[config.mk]
export PLATFORM = sky130hd
export DESIGN_NAME = ifu_fetch
export DESIGN_NICKNAME = d
export VERILOG_FILES = /design/src/rtl/ifu_fetch.sv
export SDC_FILE = /design/constraint.sdc
export NUM_CORES = 1
export LEC_CHECK = 0
export BUFFER_PORTS_ARGS = -buffer_cell sky130_fd_sc_hd__buf_2
export CAP_MARGIN = 15
export CELL_PAD_IN_SITES_DETAIL_PLACEMENT = 1
export CELL_PAD_IN_SITES_GLOBAL_PLACEMENT = 1
export CORE_AREA = 5 5 97 167
export CTS_CLUSTER_SIZE = 10
export DETAILED_ROUTE_END_ITERATION = 12
export DIE_AREA = 0 0 102 172
export PLACE_DENSITY_LB_ADDON = 0.08
export SLEW_MARGIN = 20
export SYNTH_ARGS = -nofsm -noshare
export SYNTH_HDL_FRONTEND = slang
export SYNTH_SLANG_ARGS = --single-unit
[constraint.sdc]
create_clock -name clk -period 3.3 [get_ports clk]
set_clock_uncertainty 0.15 [all_clocks]
set_input_delay 0.66 -clock clk [delete_from_list [all_inputs] [get_ports clk]]
set_output_delay 0.66 -clock clk [all_outputs]
set_load 0.02 [all_outputs]
[src/rtl/ifu_fetch.sv]
// ifu_fetch: single-outstanding instruction fetch unit.
// Issues one memory request at a time from pc, holds the returned instruction
// for decode (with a precomputed opcode/funct pattern) and handles redirects,
// which always win over every other event.
// Optional build macro: IFU_ALIGN_CHECK_EN -- a misaligned redirect target
// traps into ERR (misalign=1) instead of being silently word-aligned.
module ifu_fetch #(
    parameter logic [31:0] RESET_PC = 32'h8000_0000
) (
    input  logic        clk,
    input  logic        rst,
    output logic        imem_req_valid,
    input  logic        imem_req_ready,
    output logic [31:0] imem_addr,
    input  logic        imem_resp_valid,
    input  logic [31:0] imem_resp_data,
    input  logic        redirect_valid,
    input  logic [31:0] redirect_pc,
    output logic        id_valid,
    input  logic        id_ready,
    output logic [31:0] id_inst,
    output logic [31:0] id_pc,
    output logic [14:0] id_pattern,
    output logic        misalign
);

    typedef enum logic [1:0] {
        REQ  = 2'd0,
        WAIT = 2'd1,
        HOLD = 2'd2,
        ERR  = 2'd3
    } state_t;

    state_t      state;
    logic [31:0] pc;
    logic        discard;
    logic [31:0] redirect_tgt;
    logic        redirect_bad;

`ifdef IFU_ALIGN_CHECK_EN
    assign redirect_tgt = redirect_pc;
    assign redirect_bad = (redirect_pc[1:0] != 2'b00);
`else
    // Low target bits are dropped, so a redirect can never be misaligned.
    logic unused_low_bits;
    assign unused_low_bits = ^redirect_pc[1:0];
    assign redirect_tgt    = {redirect_pc[31:2], 2'b00};
    assign redirect_bad    = 1'b0;
`endif

    // Request is a pure function of state; held low while reset is asserted.
    assign imem_req_valid = (state == REQ) && !rst;
    assign imem_addr      = pc;

    // Fetch FSM with registered decode-side outputs.
    always_ff @(posedge clk or posedge rst) begin
        if (rst) begin
            state      <= REQ;
            pc         <= RESET_PC;
            discard    <= 1'b0;
            id_valid   <= 1'b0;
            id_inst    <= '0;
            id_pc      <= '0;
            id_pattern <= '0;
            misalign   <= 1'b0;
        end else begin
            case (state)
                REQ: begin
                    if (redirect_valid) begin
                        if (redirect_bad) begin
                            misalign <= 1'b1;
                            state    <= ERR;
                        end else begin
                            pc <= redirect_tgt;
                            // A request already accepted for the old pc must be flushed.
                            if (imem_req_ready) begin
                                state   <= WAIT;
                                discard <= 1'b1;
                            end
                        end
                    end else if (imem_req_ready) begin
                        state <= WAIT;
                    end
                end
                WAIT: begin
                    if (redirect_valid) begin
                        if (redirect_bad) begin
                            misalign <= 1'b1;
                            state    <= ERR;
                        end else begin
                            pc <= redirect_tgt;
                            if (imem_resp_valid) begin
                                discard <= 1'b0;
                                state   <= REQ;
                            end else begin
                                discard <= 1'b1;
                            end
                        end
                    end else if (imem_resp_valid) begin
                        if (discard) begin
                            discard <= 1'b0;
                            state   <= REQ;
                        end else begin
                            id_inst    <= imem_resp_data;
                            id_pc      <= pc;
                            id_pattern <= {imem_resp_data[31:25], imem_resp_data[14:12],
                                           imem_resp_data[6:2]};
                            id_valid   <= 1'b1;
                            state      <= HOLD;
                        end
                    end
                end
                HOLD: begin
                    if (redirect_valid) begin
                        id_valid <= 1'b0;
                        if (redirect_bad) begin
                            misalign <= 1'b1;
                            state    <= ERR;
                        end else begin
                            pc    <= redirect_tgt;
                            state <= REQ;
                        end
                    end else if (id_ready) begin
                        pc       <= pc + 32'd4;
                        id_valid <= 1'b0;
                        state    <= REQ;
                    end
                end
                default: begin
                    id_valid <= 1'b0;
                end
            endcase
        end
    end

endmodule

# Word level (Yosys, flattened, before mapping)
# Cells that the tools add are included.
[totals] output_inout_bits=114 word_cells=57 input_bits=70 register_bits=115
[classes] n_eq_ne=10 n_addsub=1 reduce_logical=12 bitwise_logic=3 n_mux=24
[op_table] op="32-bit 2-to-1 mux" n=3
[op_table] op="32-bit one-hot mux with 2 select lines" n=1
[op_table] op="32-bit by 3-bit adder with 32-bit output (second input constant)" n=1
[op_table] op="2-bit 2-to-1 mux" n=7
[op_table] op="4-bit AND reduction" n=3
[op_table] op="1-bit 2-to-1 mux" n=10
[op_table] op="2-bit != test (second input constant)" n=5
[op_table] op="3-bit != test (second input constant)" n=2
[op_table] op="2-bit one-hot mux with 3 select lines" n=1
[op_table] op="5-bit AND reduction" n=1
[op_table] op="2-bit nonzero test" n=2
[op_table] op="1-bit NOT" n=3
[op_table] op="1-bit one-hot mux with 3 select lines" n=1
[op_table] op="3-bit AND reduction" n=1
[op_table] op="3-bit nonzero test" n=1
[op_table] op="2-bit by 1-bit == test with 1-bit output (second input constant)" n=1
[op_table] op="2-bit == test (second input constant)" n=1
[op_table] op="2-bit zero test" n=1
[op_table] op="2-bit by 1-bit != test with 1-bit output (second input constant)" n=1
[op_table] op="1-bit one-hot mux with 2 select lines" n=1
[op_table] op="2-bit OR reduction" n=1
[op_table] op="1-bit logical AND" n=1
[op_table] op="1-bit zero test" n=1

# Logic depth before layout (Yosys ltp)
# Gate-level depths: netlist of the first run.
[logic_depth] depth_word=4 mapped_depth=8 depth_no_buf=6

# Worst setup path before layout of the first run
# Ideal clock, no wire load.
[synth_timing] kind="register to register" startpoint="register state[0]" endpoint="register pc[29] (netlist: imem_addr[29])" arrival_time_ps=1920 path_buffers=1 synth_period_minus_slack_ps=2221 setup_ps=150 t_required_ps=3000 path_slack_ps=1079 stages_incl_launch_ff=8 path_cell_list="dfrtp_1 > inv_1 > ha_1 > nor3b_2 > a211oi_4 > buf_2 > mux2i_1 > o311ai_0"
[synth_between] elab_chain_len=4 word_cells_on_any_way=9 classes_between="eq/ne: 4; mux: 1; reduce/logical: 4"
[synth_lines] item="start, declared" line_no="34" rtl="state_t state;"
[synth_lines] item="start signal, assigned" line_no="58" rtl="state <= REQ;"
[synth_lines] item="start signal, assigned" line_no="72" rtl="state <= ERR;"
[synth_lines] item="start signal, assigned" line_no="77" rtl="state <= WAIT;"
[synth_lines] item="2-bit by 1-bit == test with 1-bit output / 2-bit zero test (equally long branches)" line_no="67" rtl="case (state)"
[synth_lines] item="2-bit OR reduction (no source line)"
[synth_lines] item="2-bit by 1-bit != test with 1-bit output (no source line) / 2-bit nonzero test (equally long branches)"
[synth_lines] item="3-bit AND reduction (no source line)"
[synth_lines] item="end signal, assigned" line_no="74" rtl="pc <= redirect_tgt;"
[synth_lines] item="end signal, assigned" line_no="91" rtl="pc <= redirect_tgt;"
[synth_lines] item="end signal, assigned" line_no="120" rtl="pc <= redirect_tgt;"
[synth_lines] item="end, declared" line_no="35" rtl="logic [31:0] pc;"
# Several ways; a longest one is shown, not always the timed one.
# A chain may end at the register's enable or synchronous reset.

# Final worst setup path of the first run
[layout_timing] startpoint="register state[0]" endpoint="register pc[31] (netlist: imem_addr[31])"
# The elaborated chain is that of the path after synthesis.

==> results of run 1 <==
## final timing paths
check	from	slack [ps]	endpoint	depth (start not counted)
worst max-delay path	state[0]	560	imem_addr[31]	7
worst min-delay path	rst	320	state[0]	2
worst max register to register	state[0]	560	imem_addr[31]	7
worst min register to register	id_pc[18]	350	id_pc[18]	1
max in group asynchronous	rst	1950	imem_addr[31]	3
min in group clk	id_pc[18]	350	id_pc[18]	1
## metrics by stage
| stage | worst slack [ps] | hold slack [ps] | total power [uW] | instance area [um2] |
|---|---|---|---|---|
| detailed placement | 533 | 341 | 5170 | 5860 |
| global route | 390 | 373 | 6640 | 6180 |
| floorplan | 1080 | 399 | 4190 | 4920 |
| CTS | 518 | 335 | 6330 | 6180 |
| global placement | 648 | 334 | 5080 | 5860 |
| finish | 559 | 317 | 6210 | 6180 |
## cell type report
type / count / area [um2]
multi-input cells: 296 / 2210
well taps: 183 / 229
clock inverters: 6 / 90.1
clock buffers: 9 / 225
flip-flops and latches: 96 / 2400
repair buffers: 187 / 988
fillers: 1692 / 8510
inverters: 6 / 26.3
## power by group through the flow
stage          Sequential [uW]  Clock, uW  Combinational, uW
6_report                  2290       1130               2790
3_5_place_dp              2330          0               2840
5_1_grt                   2400       1210               3020
3_3_place_gp              2280          0               2790
4_1_cts                   2310       1170               2850
2_1_floorplan             2840          0               1350
## logic make-up (layout without fill, tap and decap cells)
kind of cell,after synthesis,in the layout,share of synthesized area
and+or+nand+nor,130,130,0.147
DFF,96,96,0.490
AOI/OAI and AO/OA,81,81,0.118
muxes,75,75,0.169
buffers and inverters,55,208,0.0620
adders and majority gates,5,5,0.0128
other,1,5,0.000765
## cells in the final DEF, fill, tap and decap left out, drive strengths merged, types with 3 or more instances in the layout
cell type / count
ha: 5
o31a: 3
and3: 3
a2bb2oi: 4
nand4: 13
a31oi: 7
a211oi: 5
a311oi: 7
nand2b: 9
conb: 5
nor4: 7
nor2b: 3
nand2: 25
clkbuf: 9
a21oi: 17
and4: 6
nor3: 8
buf: 187
mux2: 62
inv: 7
dfrtp: 95
o21ai: 12
or3: 4
o22ai: 4
mux2i: 13
nand3: 9
and2: 9
o31ai: 3
nor2: 27
## flip-flops by register name, summed over array words and instances (netlist names)
register    flops
id_inst        31
discard         1
id_valid        1
id_pattern      1
state           2
imem_addr      30
id_pc          30
## worst register-to-register path: cells and delay by family (launching register included)
kind | cells | cell delay, ps
fa+ha+maj | 1 | 250
buf+inv | 2 | 510
compound gates | 2 | 880
mux | 1 | 110
simple gates | 1 | 210
flops | 1 | 520
## metal layers
layer / wire [um] / vias to the layer above / GRT usage
li1: - / 1913 / -
met1: 5660 / 2044 / 0.199
met2: 8440 / 107 / 0.329
met3: 772 / 8 / 0.0307
met4: 147 / 0 / 0.0434
met5: 0 / - / 0
==> metrics.md, run 1 <==
| Metric | Value |
|---|---|
| Max Clk Rate | `about 360 MHz` |
| CP Data Arrival Time | `2830 ps` |
| Synth top area cells | `dfrtp_1, mux2_2, buf_4, mux2i_1, nor2_1` |
| First DRT Iteration DRCs | `97` |
| Startpoint types | `register` |
| Sequential-to-total area share from yosys stat | `0.490` |
| TritonRoute pass-1 iters | `4` |
| Final nets | `between 600 and 700` |
| RD Place Congestion | `0.779` |
| Synth Cell Area | `4900 um2` |
| Post-cts resize count | `0` |
| Synth-to-Final Area Change | `26.0%` |
| First-pass GRT wire length | `about 24000 um` |
| Final cycle utilization of the critical path | `0.830` |
| Grt total ovfl | `0` |
| Status | `completed` |
| Critical path's largest stage delay | `600 ps` |
| Fraction of layout cells with a size suffix above 1 | `0.465` |
| Max Root-Sink Buffers | `2` |
| Peak supply drop | `between 0.0003 and 0.0004 V` |
| Inserted Clock Buffers | `9` |
| Clock group share of total power | `0.182` |
| # DRC | `0` |
| Vias in the first global route | `roughly 4400` |
| Top-count cell post-synth | `dfrtp_1` |
| Pint | `about 3500 uW` |
| Leakage | `approximately 0.0028 uW` |
| Switching pwr | `approximately 2700 uW` |
| Die area | `17500 um2` |
| Vias/cell | `5.20` |
| Critical path's slowest cell | `a211oi_4` |
| Synth warnings | `0` |
| Worst Tran Pin Value | `890 ps` |
| # H-tree levels | `3` |
| Non-filler cells, final | `between 700 and 800` |
| Setup bufs post-CTS | `0` |
| Post-synth ARST share | `1.00` |
| Gr usage total | `0.174` |
| Starting Density | `0.334` |
| Synthesized flop and latch total | `96` |
| Gate Count Post-Synth | `about 440` |
| Root Driver | `clkbuf_16` |
| Post-detail-place hpwl | `approximately 12000 um` |
| Chip width | `102 um` |
| Top delay family on crit path | `compound AO/OA/AOI/OAI gates` |
| Share of the synthesized area in the top cell type | `0.485` |
| EDFF count, synth | `0` |
| Setup TNS | `0 ps` |
| Setup Viol. Count Final | `0` |
| Leading register cell type out of synthesis | `dfrtp_1` |
| Logic pwr share | `0.449` |
| Worst path cell trace | `inv_1, ha_1, nor3b_2, a211oi_4, buf_4, mux2i_1, a311oi_1` |
| Via count | `4072` |
| RSZ-0062 raised after global routing | `false` |
| Post-synth top cells | `dfrtp_1, mux2_2, nor2_1` |
| TritonCTS Sinks | `96` |
| Total wire length | `15000 um` |
| Unique masters post-synth | `56` |
| Worst-Skew Late Latency | `between 300 and 400 ps` |
| Max cap viols | `0` |
| Clk pin slew, worst setup/hold paths | `70 ps` |
| Pwr per Cell Area | `slightly above 1000 nW/um2` |
| CP endpoint kind | `register` |
| Setup Crit Path Kind | `register to register` |
| Row count | `59` |
| Ant. Diodes | `0` |
| Dpl cells | `768` |
| Die Y | `172 um` |
| Tmin final | `2740 ps` |
| Final hold vios | `0` |
| Seq pwr share | `0.369` |
| Initial antenna violation count | `0` |
| Critical Path RT | `between 3000 and 4000 ps` |
| I/O pin count | `around 180` |
| Final Util | `0.420` |
| HP Class | `primary input to asynchronous set/reset pin` |
| Slew Limit Fails | `0` |
| Cell taking the most area after synthesis | `dfrtp_1` |
| Port-buffer cells | `between 150 and 200` |
| Avg WL per Cell | `19.2 um` |
| Max_slew headroom | `0.391` |
| Routed Antenna Nets | `0` |
| Largest net degree at the start of global routing | `47` |
| Critical path peak fanout | `15` |
| Synth Area per Inst | `11.1 um2` |
| TritonCTS clock tree | `yes` |
| Core area | `14700 um2` |
| Buffers and inverters on the worst path | `2` |
| Switching share of power | `0.436` |
| Hold_buf cts | `0` |
(Power assumes the default switching activity.)
==> run 2, diff against run 1 <==
--- a/config.mk
+++ b/config.mk
@@ -9,10 +9,10 @@
 export CAP_MARGIN = 15
 export CELL_PAD_IN_SITES_DETAIL_PLACEMENT = 1
 export CELL_PAD_IN_SITES_GLOBAL_PLACEMENT = 1
-export CORE_AREA = 5 5 97 167
+export CORE_AREA = 5 5 94 161
 export CTS_CLUSTER_SIZE = 10
 export DETAILED_ROUTE_END_ITERATION = 12
-export DIE_AREA = 0 0 102 172
+export DIE_AREA = 0 0 99 166
 export PLACE_DENSITY_LB_ADDON = 0.08
 export SLEW_MARGIN = 20
 export SYNTH_ARGS = -nofsm -noshare
==> constraint.sdc (replaced) <==
create_clock -name clk -period 2.63 [get_ports clk]
set_clock_uncertainty 0.15 [all_clocks]
set_input_delay 0.526 -clock clk [delete_from_list [all_inputs] [get_ports clk]]
set_output_delay 0.526 -clock clk [all_outputs]
set_load 0.02 [all_outputs]
==> run 2 against run 1 <==
Against the previous run: clock power increased by 20%; first-iteration DRC count decreased by 8.2%; flip-flop and latch count unchanged; sequential share of layout area decreased by 0.46 points; via count increased by 1.9%; maximum frequency increased by 15%; critical path type unchanged; critical endpoint unchanged; largest power group unchanged; highest routed layer unchanged.
==> metrics.md, run 2 (synthesized netlist as in run 1, its figures left out) <==
| Metric | Value |
|---|---|
| Status | `completed` |
| Synth-to-Final Area Change | `27.5%` |
| Gr usage total | `0.178` |
| Vias in the first global route | `about 4400` |
| Post-detail-place hpwl | `11100 um` |
| Core area | `13800 um2` |
| Commonest non-fill, non-tap cells in the layout | `buf_2, dfrtp_1, mux2_2` |
| Hold_buf cts | `0` |
| Switching pwr | `around 3400 uW` |
| HP Class | `primary input to asynchronous set/reset pin` |
| Worst-Skew Late Latency | `340 ps` |
| Tmin final | `2380 ps` |
| Number of flip-flops under the largest register name | `31` |
| DRT met1 WL | `5590 um` |
| TritonCTS clock tree | `yes` |
| Chip width | `slightly below 100 um` |
| Port-buffer cells | `176` |
| Largest net degree at the start of global routing | `97` |
| Worst r2r src | `state[1]` |
| Die Y | `between 150 and 200 um` |
| Switching share of power | `0.436` |
| Max Root-Sink Buffers | `2` |
| Pwr per Cell Area | `1250 nW/um2` |
| Fraction of layout cells with a size suffix above 1 | `0.475` |
| Via count | `~4200` |
| Top Metal Used | `met4` |
| Clk pin slew, worst setup/hold paths | `70 ps` |
| First-pass GRT wire length | `23700 um` |
| Critical path's largest stage delay | `490 ps` |
| Critical Path RT | `2740 ps` |
| Reg-to-Reg End | `imem_addr[31]` |
| Clock group share of total power | `0.174` |
| Peak supply drop | `0.000433 V` |
| Non-filler cells, final | `790` |
| Initial antenna violation count | `0` |
| Setup TNS | `0 ps` |
| Path depth of the worst reg2reg path | `6` |
| Total wire length | `around 15000 um` |
| Setup bufs post-CTS | `0` |
| Setup Crit Path Kind | `register to register` |
| Root Driver | `clkbuf_16` |
| Critical path's slowest cell | `dfrtp_1` |
| RSZ-0062 raised after global routing | `false` |
| CP Data Arrival Time | `2490 ps` |
| Fill cell count | `between 1500 and 2000` |
| Dpl cells | `about 770` |
| Met3 WL post-DR | `761 um` |
| Seq pwr share | `0.359` |
| Post-cts resize count | `0` |
| Top delay family on crit path | `compound AO/OA/AOI/OAI gates` |
| Most flops, register | `id_inst` |
| Worst Tran Pin Value | `632 ps` |
| Logic pwr share | `0.466` |
| Final nets | `683` |
| Vias/cell | `5.25` |
| Setup slack, reg-to-reg | `250 ps` |
| Critical path peak fanout | `15` |
| I/O pin count | `184` |
| Inserted Clock Buffers | `9` |
| Final cycle utilization of the critical path | `0.906` |
| Max cap viols | `0` |
| Routed Antenna Nets | `0` |
| Starting Density | `0.356` |
| Avg WL per Cell | `18.6 um` |
| Setup Viol. Count Final | `0` |
| Grt total ovfl | `0` |
| Leakage | `0.00286 uW` |
| Met2 wire length | `8180 um` |
| Startpoint types | `register` |
| Cell Area, Placed | `5940 um2` |
| Post-route cell area | `6250 um2` |
| # DRC | `0` |
| Slew Limit Fails | `0` |
| Die area | `16400 um2` |
| TritonCTS Sinks | `96` |
| Commonest non-fill, non-tap cell in the layout | `buf_2` |
| First DRT Iteration DRCs | `between 80 and 90` |
| CP endpoint kind | `register` |
| Max_slew headroom | `0.576` |
| Row count | `between 50 and 60` |
| Tot Pwr | `7810 uW` |
| TritonRoute pass-1 iters | `4` |
| Buffers and inverters on the worst path | `1` |
| Worst path cell trace | `ha_1, nor3b_2, a211oi_4, buf_4, mux2i_1, a311oi_1` |
| Final hold vios | `0` |
| # H-tree levels | `3` |
| Pint | `4410 uW` |
| Max Clk Rate | `roughly 420 MHz` |
| RD Place Congestion | `0.786` |
| Ant. Diodes | `0` |
==> run 2: changes by cell type in the layout (fill, tap and decap cells not counted), sizes merged <==
cell	before	now
buf	187	199
clkbuf	9	11
bufinv	2	1
==> run 2: final cells by class <==
class | instances | area, um2 | share of cell area
well taps | 177 | 221 | 0.0354
multi-input cells | 296 | 2210 | 0.354
inverters | 6 | 26.3 | 0.00420
repair buffers | 199 | 1080 | 0.173
flip-flops and latches | 96 | 2400 | 0.385
clock inverters | 5 | 63.8 | 0.0102
clock buffers | 11 | 243 | 0.0388
==> run 2: worst max path at each step <==
stage	from	endpoint	slack, ps	depth (start not counted)
after CTS	state[1]	imem_addr[31]	220	6
after detailed placement	state[1]	imem_addr[31]	250	6
final	state[1]	imem_addr[31]	250	6
after global placement	state[1]	imem_addr[31]	300	6
after global routing	state[1]	imem_addr[31]	120	6
after floorplan	state[0]	imem_addr[29]	410	7
==> run 2: worst reg2reg max path, cell delays in order, from the launching register on <==
cell	delay, ps
dfrtp_1	490
ha_1	260
nor3b_2	210
a211oi_4	490
buf_4	340
mux2i_1	110
a311oi_1	240
==> run 2: metal layers <==
metal	up-vias	global-route usage
met5	-	0
met4	0	0.0392
met3	10	0.0349
met2	117	0.331
met1	2084	0.206
li1	1940	-
==> run 2: power groups by stage <==
stage               clock [uW]  combinational, uW  sequential [uW]
floorplan                    0               1690             3570
global placement             0               3640             2810
detailed placement           0               3710             2850
CTS                       1410               3710             2830
global route              1470               3910             2940
finish                    1360               3640             2810
==> run 2: stage by stage <==
step	util	hold WS [ps]	setup WS [ps]
6_report	0.454	146	247
2_1_floorplan	-	399	409
4_1_cts	0.454	219	222
3_3_place_gp	0.432	334	302
5_1_grt	0.454	240	123
3_5_place_dp	0.432	341	252
